File: config.mk
export PLATFORM = sky130hd
export DESIGN_NAME = spi_flash_host
export DESIGN_NICKNAME = d
export VERILOG_FILES = /design/src/rtl/spiflash_pkg.sv /design/src/rtl/spi_sck_gen.sv /design/src/rtl/spi_flash_host.sv
export SDC_FILE = /design/constraint.sdc
export NUM_CORES = 1
export LEC_CHECK = 0
export BUFFER_PORTS_ARGS = -buffer_cell sky130_fd_sc_hd__buf_4
export CORE_MARGIN = 2
export CORE_UTILIZATION = 50
export DETAILED_ROUTE_END_ITERATION = 7
export HOLD_SLACK_MARGIN = 0.05
export PLACE_DENSITY = 0.79
export SYNTH_ARGS = -nofsm -noshare
export SYNTH_HDL_FRONTEND = slang
export SYNTH_SLANG_ARGS = --single-unit
File: constraint.sdc
create_clock -name clk -period 5.9 [get_ports clk]
set_clock_uncertainty 0.15 [all_clocks]
set_input_delay 0.59 -clock clk [delete_from_list [all_inputs] [get_ports clk]]
set_output_delay 0.59 -clock clk [all_outputs]
set_load 0.005 [all_outputs]
File: src/rtl/spiflash_pkg.sv
// Shared constants and state type for the SPI NOR flash host.
package spiflash_pkg;

    localparam logic [7:0] SPI_CMD_READ   = 8'h01;
    localparam logic [7:0] SPI_CMD_WRITE  = 8'h02;
    localparam int         SPI_ADR_BITS   = 32;
    localparam int         SPI_FRAME_BITS = 48;

    typedef enum logic [2:0] {IDLE, SETUP, SHIFT, HOLD, GAP} spihoststate_t;

endpackage

File: src/rtl/spi_sck_gen.sv
// SCK generator: half-period counter producing SCK and single-cycle edge strobes.
// The strobes mark the clk cycle whose closing edge makes SCK rise or fall.
module spi_sck_gen #(
    parameter int DIV = 2
) (
    input  logic clk,
    input  logic reset,
    input  logic en,
    output logic SCK,
    output logic RiseEn,
    output logic FallEn,
    output logic SampleEn
);

    localparam int            HW   = (DIV > 1) ? $clog2(DIV) : 1;
    localparam logic [HW-1:0] HMAX = HW'(DIV - 1);

    logic [HW-1:0] hcnt;
    logic          wrap;

    assign wrap = en && (hcnt == HMAX);

    always_ff @(posedge clk) begin
        if (reset || !en) begin
            hcnt <= '0;
            SCK  <= 1'b0;
        end else begin
            hcnt <= (hcnt == HMAX) ? '0 : hcnt + 1'b1;
            if (wrap)
                SCK <= ~SCK;
        end
    end

    assign RiseEn   = wrap && !SCK;
    assign FallEn   = wrap && SCK;
    // Last cycle of SCK-high: the flash output is settled and about to shift.
    assign SampleEn = FallEn;

endmodule

File: src/rtl/spi_flash_host.sv
// SPI mode-0 host: one byte read or write per frame of {adr[31:0], cmd, data}.
// Optional SPI_FLASH_HOST_STATS_EN adds RdCount/WrCount completion counters.
//
//   state | meaning
//   IDLE  | waiting for a request, ReqReady high
//   SETUP | CS low, MOSI presents first bit, SCK low
//   SHIFT | 48 SCK periods
//   HOLD  | CS low after last SCK fall
//   GAP   | CS high minimum idle time
module spi_flash_host
    import spiflash_pkg::*;
#(
    parameter int DIV      = 2,
    parameter int CS_SETUP = 2,
    parameter int CS_HOLD  = 2,
    parameter int CS_IDLE  = 4
) (
    input  logic                    clk,
    input  logic                    reset,
    input  logic                    ReqValid,
    output logic                    ReqReady,
    input  logic                    ReqWrite,
    input  logic [SPI_ADR_BITS-1:0] ReqAdr,
    input  logic [7:0]              ReqWData,
    output logic                    RspValid,
    output logic [7:0]              RspRData,
    output logic                    SPICLK,
    output logic                    SPICS,
    output logic                    SPIMOSI,
    input  logic                    SPIMISO
`ifdef SPI_FLASH_HOST_STATS_EN
   ,output logic [15:0]             RdCount,
    output logic [15:0]             WrCount
`endif
);

    spihoststate_t             state, state_nxt;
    logic [15:0]               tcnt;
    logic [5:0]                bitcnt;
    logic [SPI_FRAME_BITS-1:0] shreg;
    logic [7:0]                rx;
    logic                      is_wr;
    logic                      accept, tc, last_bit, done;
    logic                      sck, sck_en, rise_en, fall_en, sample_en;

    spi_sck_gen #(.DIV(DIV)) u_sck (
        .clk      (clk),
        .reset    (reset),
        .en       (sck_en),
        .SCK      (sck),
        .RiseEn   (rise_en),
        .FallEn   (fall_en),
        .SampleEn (sample_en)
    );

    assign accept   = ReqValid && ReqReady;
    assign tc       = (tcnt == 16'd0);
    assign last_bit = fall_en && (bitcnt == 6'(SPI_FRAME_BITS - 1));
    assign done     = (state == HOLD) && tc;

    always_ff @(posedge clk) begin
        if (reset)
            state <= IDLE;
        else
            state <= state_nxt;
    end

    always_comb begin
        state_nxt = state;
        case (state)
            IDLE:    if (accept)   state_nxt = SETUP;
            SETUP:   if (tc)       state_nxt = SHIFT;
            SHIFT:   if (last_bit) state_nxt = HOLD;
            HOLD:    if (tc)       state_nxt = GAP;
            GAP:     if (tc)       state_nxt = IDLE;
            default:               state_nxt = IDLE;
        endcase
    end

    always_comb begin
        SPICS    = 1'b1;
        ReqReady = 1'b0;
        sck_en   = 1'b0;
        case (state)
            IDLE:        ReqReady = !reset;
            SETUP, HOLD: SPICS    = 1'b0;
            SHIFT: begin
                SPICS  = 1'b0;
                sck_en = 1'b1;
            end
            default: ;
        endcase
    end

    // Phase timer: loaded with length-1 on entry, state advances at terminal count.
    always_ff @(posedge clk) begin
        if (reset) begin
            tcnt <= '0;
        end else begin
            case (state)
                IDLE:    if (accept)   tcnt <= 16'(CS_SETUP - 1);
                SETUP:   if (!tc)      tcnt <= tcnt - 16'd1;
                SHIFT:   if (last_bit) tcnt <= 16'(CS_HOLD - 1);
                HOLD:    tcnt <= tc ? 16'(CS_IDLE - 1) : tcnt - 16'd1;
                GAP:     if (!tc)      tcnt <= tcnt - 16'd1;
                default: tcnt <= '0;
            endcase
        end
    end

    always_ff @(posedge clk) begin
        if (reset) begin
            shreg    <= '0;
            bitcnt   <= '0;
            rx       <= '0;
            is_wr    <= 1'b0;
            RspValid <= 1'b0;
            RspRData <= '0;
        end else begin
            RspValid <= done;
            if (accept) begin
                shreg  <= {ReqAdr, ReqWrite ? SPI_CMD_WRITE : SPI_CMD_READ,
                           ReqWrite ? ReqWData : 8'h00};
                bitcnt <= '0;
                is_wr  <= ReqWrite;
            end else if (fall_en) begin
                shreg  <= shreg << 1;
                bitcnt <= bitcnt + 6'd1;
            end
            if (sample_en && (bitcnt >= 6'd40))
                rx <= {rx[6:0], SPIMISO};
            if (done && !is_wr)
                RspRData <= rx;
        end
    end

`ifdef SPI_FLASH_HOST_STATS_EN
    always_ff @(posedge clk) begin
        if (reset) begin
            RdCount <= '0;
            WrCount <= '0;
        end else if (done) begin
            if (is_wr)
                WrCount <= WrCount + 16'd1;
            else
                RdCount <= RdCount + 16'd1;
        end
    end
`endif

    // SCK may only rise while a frame is being shifted.
    always_ff @(posedge clk) begin
        if (!reset)
            assert (!rise_en || state == SHIFT);
    end

    // Shift register drains to zero by frame end, so MOSI idles low.
    assign SPIMOSI = shreg[SPI_FRAME_BITS-1];
    assign SPICLK  = sck;

endmodule

==> metrics.csv, run 1 <==
stage,metric,value,unit
outcome,status,"complete, no violations",
grt,grt met3 use,5.61,%
power,sw frac,35.4,%
grt,global-route wire length before repair,13600,um
place,# port buffers,57,
power,Internal Pwr Total,1.06,mW
clock_tree,Root Buffer,clkbuf_8,
timing,Max Slew Vio Count,0,
hold_path,type of the worst min-delay path,input port to register,
synthesis,ys flop type,dfxtp_1,
route,Via Count,3303,
setup_path,crit-path max FO,71,
timing,crit path time final,3.09,ns
clock_tree,setup bufs post-CTS,0,
power,Clk pwr share,25.0,%
die,core box area,7690,um^2
synthesis,Yosys cell types,45,
timing,Final Hold Fails,0,
synthesis,Post-synth EDFFs,0,
setup_path,CP Launch Type,input port,
grt,busiest layer in global routing,met2,
clock_tree,Bufs on Longest Clock Path,2,
timing,RSZ-0062 raised after global routing,no,
synthesis,Post-synth ARST share,0,%
route,DRT Wirelength,8070,um
clock_tree,clock-pin slew on the worst setup and hold paths,0.09,ns
route,DRT antenna net count,0,
synthesis,Ys Warns,0,
synthesis,Synth Instances,459,
synthesis,sequential element share of the synthesized area,47.1,%
cells_and_area,Util after Layout,59.5,%
grt,met1 usage,23.7,%
cells_and_area,Synth-to-Final Area Change,15.7,%
power,Switch Pwr,0.579,mW
clock_tree,post-CTS sizing,0,
route,drt pass-1 iters,5,
die,FP Rows,32,
die,die width,92.9,um
timing,Final Setup Violations,0,
timing,fin crit share,52.3,%
route,Initial DRC Count,195,
die,io pins,58,
cells_and_area,design area,4570,um^2
die,full die area,8630,um^2
clock_tree,H-tree depth,3,
cells_and_area,Fillers,707,
clock_tree,CTS buffer count,9,
setup_path,CP required,6.04,ns
die,die extent in y,92.9,um
clock_tree,CTS tree,done,
synthesis,Synth Area per Inst,8.61,um^2
grt,largest net degree at the start of global routing,72,
timing,worst relative slew slack,15.6,%
grt,initial antenna violation count,0,
cells_and_area,layout cells sized above 1,18.4,%
setup_path,critical path endpoint category,register,
place,Post-DP Area,4390,um^2
synthesis,Post-Syn Area,3950,um^2
cells_and_area,Final nets,545,
power,Comb power frac,29.2,%
timing,Least-Margin Pin Slew,1.26,ns
clock_tree,CTS Hold Buffers Added,0,
timing,Setup TNS,0,ns
clock_tree,clock latency on the worst-skew pair,0.37,ns
route,post-DR vias/cell,5.48,
timing,FMAX,324,MHz
place,Final Wtd Congestion,0.824,
route,Wirelength per Cell,13.4,um
grt,GR Util met2,33.8,%
synthesis,Synthesized Nets,508,
power,maximum ir drop on the vdd rail,0.178,mV
setup_path,CP arrival,3.22,ns
grt,All-Layer GR Usage,19.6,%
grt,vias in the first global route,3027,
place,hpwl dp,5340,um
clock_tree,CTS Sinks,93,
route,drc violations,0,
cells_and_area,ant diodes,0,
grt,gr ovfl total,0,
synthesis,"FF+latch count, synth",93,
power,pwr dens,358,nW/um^2
power,Lkg Pwr,1.80,nW
run,max_cap viols,0,
setup_path,Setup CP Type,input port to register,
power,Sequential Power Share,45.9,%
die,initial core utilization,51.4,%
-- layout make-up --
type | instances | area [um^2] | share of cell area, %
tap | 102 | 128 | 2.79
sequential | 93 | 1860 | 40.7
clock inverter | 7 | 63.8 | 1.40
clock buffer | 9 | 124 | 2.71
timing repair buffer | 58 | 435 | 9.52
inverter | 7 | 26.3 | 0.575
multi-input combinational | 327 | 1930 | 42.3
-- path summary, 6_finish.rpt --
| check | start | cells past startpoint | to | slack [ns] |
|---|---|---|---|---|
| min | SPIMISO | 3 | rx[0] | 0.30 |
| max | reset | 6 | shreg[25] | 2.81 |
| max reg2reg | state[1] | 5 | shreg[25] | 3.00 |
| min reg2reg | shreg[13] | 2 | shreg[14] | 0.31 |
-- cells in the final DEF, fill, tap and decap left out, types with 3 or more instances in the layout --
cell type,netlist,routed
dfxtp_1,93,93
nand2_1,72,72
buf_4,1,58
a21oi_1,54,54
nor2_1,53,52
a22oi_1,34,34
mux2i_1,16,16
xor2_1,16,16
clkbuf_8,0,9
a31oi_1,8,8
inv_1,7,7
nor3_1,7,7
nand4_1,7,7
nand3_1,6,6
nor4_1,5,5
or2_2,4,4
or3_1,4,4
nand4b_1,4,4
ha_1,4,4
or4_1,3,3
a211oi_1,3,3
-- through the flow --
step	setup slack [ns]	hold WS, ns	instances	power, mW
2_1_floorplan	3.62	0.278	459	1.14
3_3_place_gp	2.53	0.287	587	1.23
3_5_place_dp	2.46	0.298	587	1.24
4_1_cts	2.85	0.289	603	1.65
5_1_grt	2.54	0.316	603	1.74
6_report	2.81	0.305	603	1.64
-- routing by layer --
metal	up-vias	routed length, um
met5	-	0
met4	0	91
met3	8	353
met2	71	4000
met1	1552	3630
li1	1672	-
-- registers in the layout (all words and copies together) (netlist names) --
| register | flops |
|---|---|
| RspValid | 1 |
| is_wr | 1 |
| u_sck.SCK | 1 |
| tcnt | 16 |
| state | 3 |
| RspRData | 8 |
| shreg | 48 |
| u_sck.hcnt | 1 |
| rx | 8 |
| bitcnt | 6 |
-- critical path, stage by stage --
cell,delay (ns)
buf_4,0.55
nor4_1,0.12
and2_2,0.53
nor2_2,1.08
nand2_1,0.14
a21oi_1,0.18
-- cell usage after synthesis (2+ instances only) --
| cell | n | share of area, % |
|---|---|---|
| dfxtp_1 | 93 | 47 |
| nand2_1 | 72 | 6.8 |
| a21oi_1 | 54 | 6.8 |
| nor2_1 | 53 | 5.0 |
| a22oi_1 | 34 | 6.5 |
| clkbuf_1 | 24 | 2.3 |
| mux2i_1 | 16 | 4.1 |
| xor2_1 | 16 | 3.5 |
| a31oi_1 | 8 | 1.3 |
| inv_1 | 7 | 0.67 |
| nand4_1 | 7 | 1.1 |
| nor3_1 | 7 | 0.89 |
| buf_2 | 6 | 0.76 |
| nand3_1 | 6 | 0.76 |
| nor4_1 | 5 | 0.79 |
| ha_1 | 4 | 1.3 |
| nand4b_1 | 4 | 0.89 |
| or2_2 | 4 | 0.63 |
| or3_1 | 4 | 0.63 |
| a211oi_1 | 3 | 0.57 |
| or4_1 | 3 | 0.57 |
| and2_1 | 2 | 0.32 |
| nand2b_1 | 2 | 0.32 |
| nor3_2 | 2 | 0.51 |
| o21ai_0 | 2 | 0.25 |
| xnor2_1 | 2 | 0.44 |
-- power groups by stage --
stage | Combinational, mW | Sequential (mW) | Clock (mW)
finish | 0.477 | 0.751 | 0.409
global route | 0.535 | 0.760 | 0.450
CTS | 0.479 | 0.750 | 0.417
detailed placement | 0.478 | 0.765 | 0
global placement | 0.464 | 0.761 | 0
floorplan | 0.398 | 0.741 | 0
-- logic make-up (layout without fill, tap and decap cells) --
logic type                 after synthesis  after routing  share of synthesized area, %
adders and majority gates                4              4                          1.27
DFF                                     93             93                          47.1
xor gates and xnor gates                18             18                          3.99
AOI/OAI and AO/OA                      108            108                          17.1
buffers and inverters                   39             81                          4.18
and+or+nand+nor                        181            181                          22.3
muxes                                   16             16                          4.05
(Power assumes the default switching activity.)
==> inputs of run 2 (changes only) <==
ABC_AREA = 1   (was default)
clock period = 3 ns   (was 5.9 ns; I/O delays follow)
==> run 2 against run 1 <==
Compared with the run above: first-iteration DRC count is 25% higher; die area is 5.5% higher; combinational power grew to 3.4 times the previous value; area after synthesis is 5.8% higher; routed wire length is 18% higher; synthesized cell count is 25% higher; total power is 150% higher; via count is 19% higher; register-to-register slack worse by 2.3 ns; setup slack worse by 2.1 ns.
==> metrics.csv, run 2 <==
stage,metric,value,unit,change
synthesis,Yosys cell types,32,,-29%
die,full die area,9100,um^2,+5.5%
die,core box area,8180,um^2,+6.3%
clock_tree,CTS Sinks,93,,unchanged
grt,largest net degree at the start of global routing,52,,-28%
timing,crit path time final,2.25,ns,
clock_tree,clock latency on the worst-skew pair,0.36,ns,about the same
route,DRT Wirelength,9510,um,+18%
place,Final Wtd Congestion,0.884,,+7.2%
synthesis,leading cell types by count after synthesis,"nand2_1 (131), dfxtp_1 (93), nor2_1 (77)",,
timing,final hold slack,0.0696,ns,-0.235 ns
route,Initial DRC Count,243,,+25%
place,# port buffers,57,,unchanged
clock_tree,CTS Hold Buffers Added,2,,+2
synthesis,Synth Area per Inst,7.31,um^2,-15%
cells_and_area,most frequent cells in the layout,"nand2_1 (131), dfxtp_1 (93), nor2_1 (77)",,
grt,vias in the first global route,3439,,+14%
die,initial core utilization,51.1,%,-0.28 points
power,Lkg Pwr,2.07,nW,+15%
cells_and_area,design area,4870,um^2,+6.6%
clock_tree,clock-pin slew on the worst setup and hold paths,0.10,ns,about the same
cells_and_area,Final nets,672,,+23%
setup_path,crit-path max FO,42,,-41%
clock_tree,CTS tree,done,,
power,maximum ir drop on the vdd rail,0.364,mV,+100%
cells_and_area,Biggest register,shreg,,
timing,RSZ-0062 raised after global routing,no,,
synthesis,Synth Instances,572,,+25%
route,Wirelength per Cell,13.0,um,-3.1%
setup_path,crit path from,state[1],,
cells_and_area,layout cells sized above 1,14.8,%,-3.6 points
hold_path,type of the worst min-delay path,input port to register,,
synthesis,Synthesized Nets,621,,+22%
die,die width,95.4,um,+2.7%
place,Post-DP Area,4650,um^2,+5.9%
place,hpwl dp,6510,um,+22%
setup_path,critical path endpoint category,register,,
synthesis,Yosys top cell by area,dfxtp_1,,
die,die extent in y,95.4,um,+2.7%
outcome,status,"complete, no violations",,
setup_path,Setup CP Type,register to register,,
cells_and_area,Largest register FFs,48,,unchanged
power,pwr dens,826,nW/um^2,+130%
timing,Final Setup Violations,0,,unchanged
synthesis,"FF+latch count, synth",93,,unchanged
cells_and_area,ant diodes,0,,unchanged
clock_tree,setup bufs post-CTS,0,,unchanged
clock_tree,post-CTS sizing,0,,unchanged
synthesis,most frequent cell after synthesis,nand2_1,,
hold_path,startpoint of the worst hold path,ReqAdr[21],,
grt,global-route wire length before repair,15500,um,+14%
grt,initial antenna violation count,0,,unchanged
setup_path,CP required,3.13,ns,-2.91 ns
clock_tree,CTS buffer count,9,,unchanged
power,Final Power,4.03,mW,+150%
synthesis,Post-synth EDFFs,0,,unchanged
synthesis,sequential element share of the synthesized area,44.6,%,-2.6 points
setup_path,CP Launch Type,register,,
timing,fin crit share,75.1,%,
clock_tree,Bufs on Longest Clock Path,2,,unchanged
die,FP Rows,33,,+3.1%
synthesis,top cells by area in the synthesized netlist,"dfxtp_1 (45%), nand2_1 (12%), a21oi_1 (7.8%), nor2_1 (6.9%), a22oi_1 (6.8%)",,
route,drt pass-1 iters,5,,unchanged
grt,All-Layer GR Usage,21.4,%,+1.8 points
route,DRT antenna net count,0,,unchanged
timing,worst relative slew slack,62.0,%,+46 points
cells_and_area,Synth-to-Final Area Change,16.6,%,
cells_and_area,top flop regs,"shreg x48, tcnt x16",,
route,Via Count,3934,,+19%
route,drc violations,0,,unchanged
synthesis,Post-Syn Area,4180,um^2,+5.8%
timing,Setup TNS,0,ns,unchanged
route,post-DR vias/cell,5.37,,-2.0%
grt,gr ovfl total,0,,unchanged
timing,Least-Margin Pin Slew,0.569,ns,-0.695 ns
timing,Final Hold Fails,0,,unchanged
synthesis,ys flop type,dfxtp_1,,
setup_path,worst r2r src,state[1],,
synthesis,Ys Warns,0,,unchanged
cells_and_area,Util after Layout,59.6,%,+0.14 points
setup_path,CP arrival,2.38,ns,-0.84 ns
cells_and_area,"commonest non-fill, non-tap cell in the layout",nand2_1,,
synthesis,top cell type's share of synthesized area,44.6,%,-2.6 points
timing,Max Slew Vio Count,0,,unchanged
clock_tree,H-tree depth,3,,unchanged
die,io pins,58,,unchanged
run,max_cap viols,0,,unchanged
synthesis,Post-synth ARST share,0,%,unchanged
clock_tree,Root Buffer,clkbuf_8,,
timing,FMAX,444,MHz,
[run 2: cell types whose count changed in the layout (fill, tap and decap cells not counted), moves of 6 or more]
cell and delta:
a21oi_1 +11, a31oi_1 -7, inv_1 +32, mux2i_1 -16
nand2_1 +59, nand3_1 +15, nor2_1 +25, nor3_1 +6
o21ai_0 +28, xor2_1 -12
[run 2: stage by stage]
stage | cells | setup WS (ns)
2_1_floorplan | 572 | 1.20
3_3_place_gp | 715 | 0.876
3_5_place_dp | 715 | 0.783
4_1_cts | 733 | 0.763
5_1_grt | 733 | 0.523
6_report | 733 | 0.747
[run 2: final timing paths]
path	to	cells past startpoint	slack, ns
max	shreg[24]	7	0.75
min	shreg[37]	3	0.07
max reg2reg	shreg[24]	7	0.75
min reg2reg	u_sck.hcnt	1	0.29
[run 2: power breakdown]
group	total (mW)	switching, mW	internal [mW]
clock	0.873	0.453	0.420
combinational	1.63	1.07	0.554
sequential	1.53	0.120	1.41
[run 2: layout make-up]
| cell class | count | area [um^2] |
|---|---|---|
| Sequential cell | 93 | 1860 |
| Inverter | 47 | 179 |
| Tap cell | 105 | 131 |
| Timing Repair Buffer | 65 | 493 |
| Multi-Input combinational cell | 407 | 2000 |
| Clock buffer | 11 | 141 |
| Clock inverter | 5 | 67.6 |
| Fill cell | 753 | 3300 |
[run 2: cell families (layout without fill, tap and decap cells)]
logic type,count (synthesis),in the layout,synth area share (%)
simple gates,259,259,26.2
xor+xnor,4,4,0.838
fa+ha+maj,4,4,1.20
compound gates,140,140,19.6
flops,93,93,44.6
buf+inv,72,128,7.58
[run 2: critical path: stages, from the launching register on]
cell     delay, ns
dfxtp_1       0.44
inv_1         0.13
nor3_4        0.25
nand2_1       0.36
inv_2         0.14
buf_4         0.39
a22oi_1       0.13
a21oi_1       0.16
[run 2: metal layers]
metal  vias to the layer above  wire [um]  share of wire (%)  track usage, %
met4                         0        157                1.7            8.93
met3                        16        439                4.6            3.72
met5                         -          0                  0               0
met1                      1818       4140                 44            27.7
li1                       2014          -                  -               -
met2                        86       4770                 50            35.3
==> inputs of run 3 (changes only) <==
clock period = 2.2 ns   (was 3 ns; I/O delays follow)
==> run 3 against run 2 <==
Compared with the run above: the flow now finishes with violations (design-rule violations); global-route usage increased by 1.6 points; combinational power is 47% higher; clock power grew 19%; fmax is 12% higher; routed wire length is 7.2% higher; register-to-register slack worse by 0.57 ns; critical path depth up 3; final cell count increased by 6.8%; first-iteration DRC count rose by 25%; final area grew 9.4%; sequential share of layout area shrank 3.3 points; core utilization is 5.6 points higher; critical endpoint is now tcnt[10]; highest routed layer unchanged.
==> metrics.csv, run 3 (synthesis results as in run 2) <==
stage,metric,value,unit,change
outcome,status,"complete, but fails checks",,
outcome,failing checks,design-rule violations,,
setup_path,crit-path max FO,13,,-69%
grt,vias in the first global route,3822,,+11%
grt,global-route wire length before repair,16600,um,+7.3%
cells_and_area,Biggest register,shreg,,
route,Initial DRC Count,303,,+25%
die,full die area,9100,um^2,unchanged
timing,Setup TNS,0,ns,unchanged
setup_path,Setup CP Type,register to register,,
die,die width,95.4,um,unchanged
setup_path,critical path endpoint category,register,,
timing,Least-Margin Pin Slew,0.569,ns,+0.000280 ns
clock_tree,clock latency on the worst-skew pair,0.35,ns,about the same
cells_and_area,layout cells sized above 1,15.3,%,+0.53 points
cells_and_area,Synth-to-Final Area Change,27.6,%,
route,DRT antenna net count,0,,unchanged
clock_tree,CTS tree,done,,
timing,Max Slew Vio Count,0,,unchanged
setup_path,CP arrival,2.12,ns,-0.26 ns
route,post-DR vias/cell,5.37,,about the same
cells_and_area,design area,5330,um^2,+9.4%
grt,All-Layer GR Usage,22.9,%,+1.6 points
route,Wirelength per Cell,13.0,um,+0.32%
die,FP Rows,33,,unchanged
die,die extent in y,95.4,um,unchanged
timing,worst relative slew slack,62.0,%,about the same
place,Post-DP Area,4700,um^2,+1.2%
die,initial core utilization,51.1,%,unchanged
clock_tree,CTS Sinks,93,,unchanged
place,Final Wtd Congestion,0.945,,+6.9%
power,Lkg Pwr,2.26,nW,+9.3%
cells_and_area,most frequent cells in the layout,"nand2_1 (130), dfxtp_1 (93), nor2_1 (77)",,
route,drt pass-1 iters,8,,+3
clock_tree,Root Buffer,clkbuf_8,,
grt,gr ovfl total,0,,unchanged
clock_tree,CTS buffer count,9,,unchanged
power,pwr dens,1030,nW/um^2,+25%
route,DRT Wirelength,10200,um,+7.2%
place,hpwl dp,6610,um,+1.5%
timing,fin crit share,91.9,%,+17 points
die,core box area,8180,um^2,unchanged
cells_and_area,Final nets,722,,+7.4%
route,drc violations,1,,+1
run,max_cap viols,0,,unchanged
hold_path,type of the worst min-delay path,input port to register,,
place,# port buffers,57,,unchanged
route,Via Count,4203,,+6.8%
clock_tree,Bufs on Longest Clock Path,2,,unchanged
power,maximum ir drop on the vdd rail,0.520,mV,+43%
setup_path,CP Launch Type,register,,
timing,RSZ-0062 raised after global routing,no,,
cells_and_area,top flop regs,"shreg x48, tcnt x16",,
timing,Final Setup Violations,0,,unchanged
clock_tree,H-tree depth,3,,unchanged
grt,initial antenna violation count,0,,unchanged
timing,FMAX,495,MHz,+12%
clock_tree,clock-pin slew on the worst setup and hold paths,0.09,ns,about the same
timing,crit path time final,2.02,ns,-0.232 ns
timing,Final Hold Fails,0,,unchanged
setup_path,CP required,2.30,ns,-0.83 ns
die,io pins,58,,unchanged
cells_and_area,"commonest non-fill, non-tap cell in the layout",nand2_1,,
cells_and_area,ant diodes,0,,unchanged
cells_and_area,Largest register FFs,48,,unchanged
grt,largest net degree at the start of global routing,52,,unchanged
## run 3: cell types whose count changed in the layout (fill, tap and decap cells not counted), sizes merged
cell,previous run,this run
dlygate4sd3,2,42
clkbuf,11,10
buf,63,73
clkinv,4,3
clkinvlp,0,3
bufinv,1,0
## run 3: power by group
part | internal (mW) | switching [mW] | leakage [nW] | total (mW)
Combinational | 0.867 | 1.53 | 1.43 | 2.40
Clock | 0.421 | 0.622 | 0.0808 | 1.04
Sequential | 1.92 | 0.154 | 0.755 | 2.07
## run 3: metal layers
layer	vias to the layer above	share of wire, %	GRT usage [%]
li1	2105	-	-
met1	1961	44	29.9
met2	117	49	37.3
met3	20	4.7	3.87
met4	0	2.1	10.5
met5	-	0	0
## run 3: worst max-delay path, cell delays in order (launching register included)
cell	delay, ns
dfxtp_1	0.39
ha_1	0.19
inv_1	0.06
nor2_1	0.16
nand2_1	0.11
o21ai_4	0.21
nand3_4	0.17
inv_4	0.16
nand2_1	0.13
nand2_1	0.14
a21oi_1	0.05
## run 3: path summary, 6_finish.rpt
check	from	slack (ns)	endpoint	cells past startpoint
worst max-delay path	bitcnt[0]	0.18	tcnt[10]	10
worst min-delay path	reset	0.24	shreg[9]	5
worst max register to register	bitcnt[0]	0.18	tcnt[10]	10
worst min register to register	u_sck.hcnt	0.28	u_sck.hcnt	1
## run 3: stage by stage
stage                     util (%)  cells  hold slack (ns)  total power, mW  worst slack [ns]
final                         65.2    783            0.243             5.51             0.179
after global placement        57.5    721            0.265             4.29             0.171
after global routing          65.2    783            0.253             5.94            0.0183
after CTS                     64.8    779            0.233             5.45           0.00330
after floorplan                  -    572            0.192             3.80             0.398
after detailed placement      57.5    721            0.278             4.36            0.0135
## run 3: cell type report
| type | count | area (um^2) |
|---|---|---|
| Clock buffer | 10 | 128 |
| Fill cell | 681 | 2840 |
| Sequential cell | 93 | 1860 |
| Clock inverter | 6 | 47.5 |
| Timing Repair Buffer | 115 | 981 |
| Tap cell | 105 | 131 |
| Inverter | 47 | 179 |
| Multi-Input combinational cell | 407 | 2000 |
## run 3: timing repair
| item | in CTS | in global routing |
|---|---|---|
| gates resized for setup | 0 | 1 |
| hold buffers | 42 | 0 |
| endpoints found under the setup margin | 0 | 18 |
| endpoints found under the hold margin | 42 | 0 |
| buffers inserted | 0 | 4 |
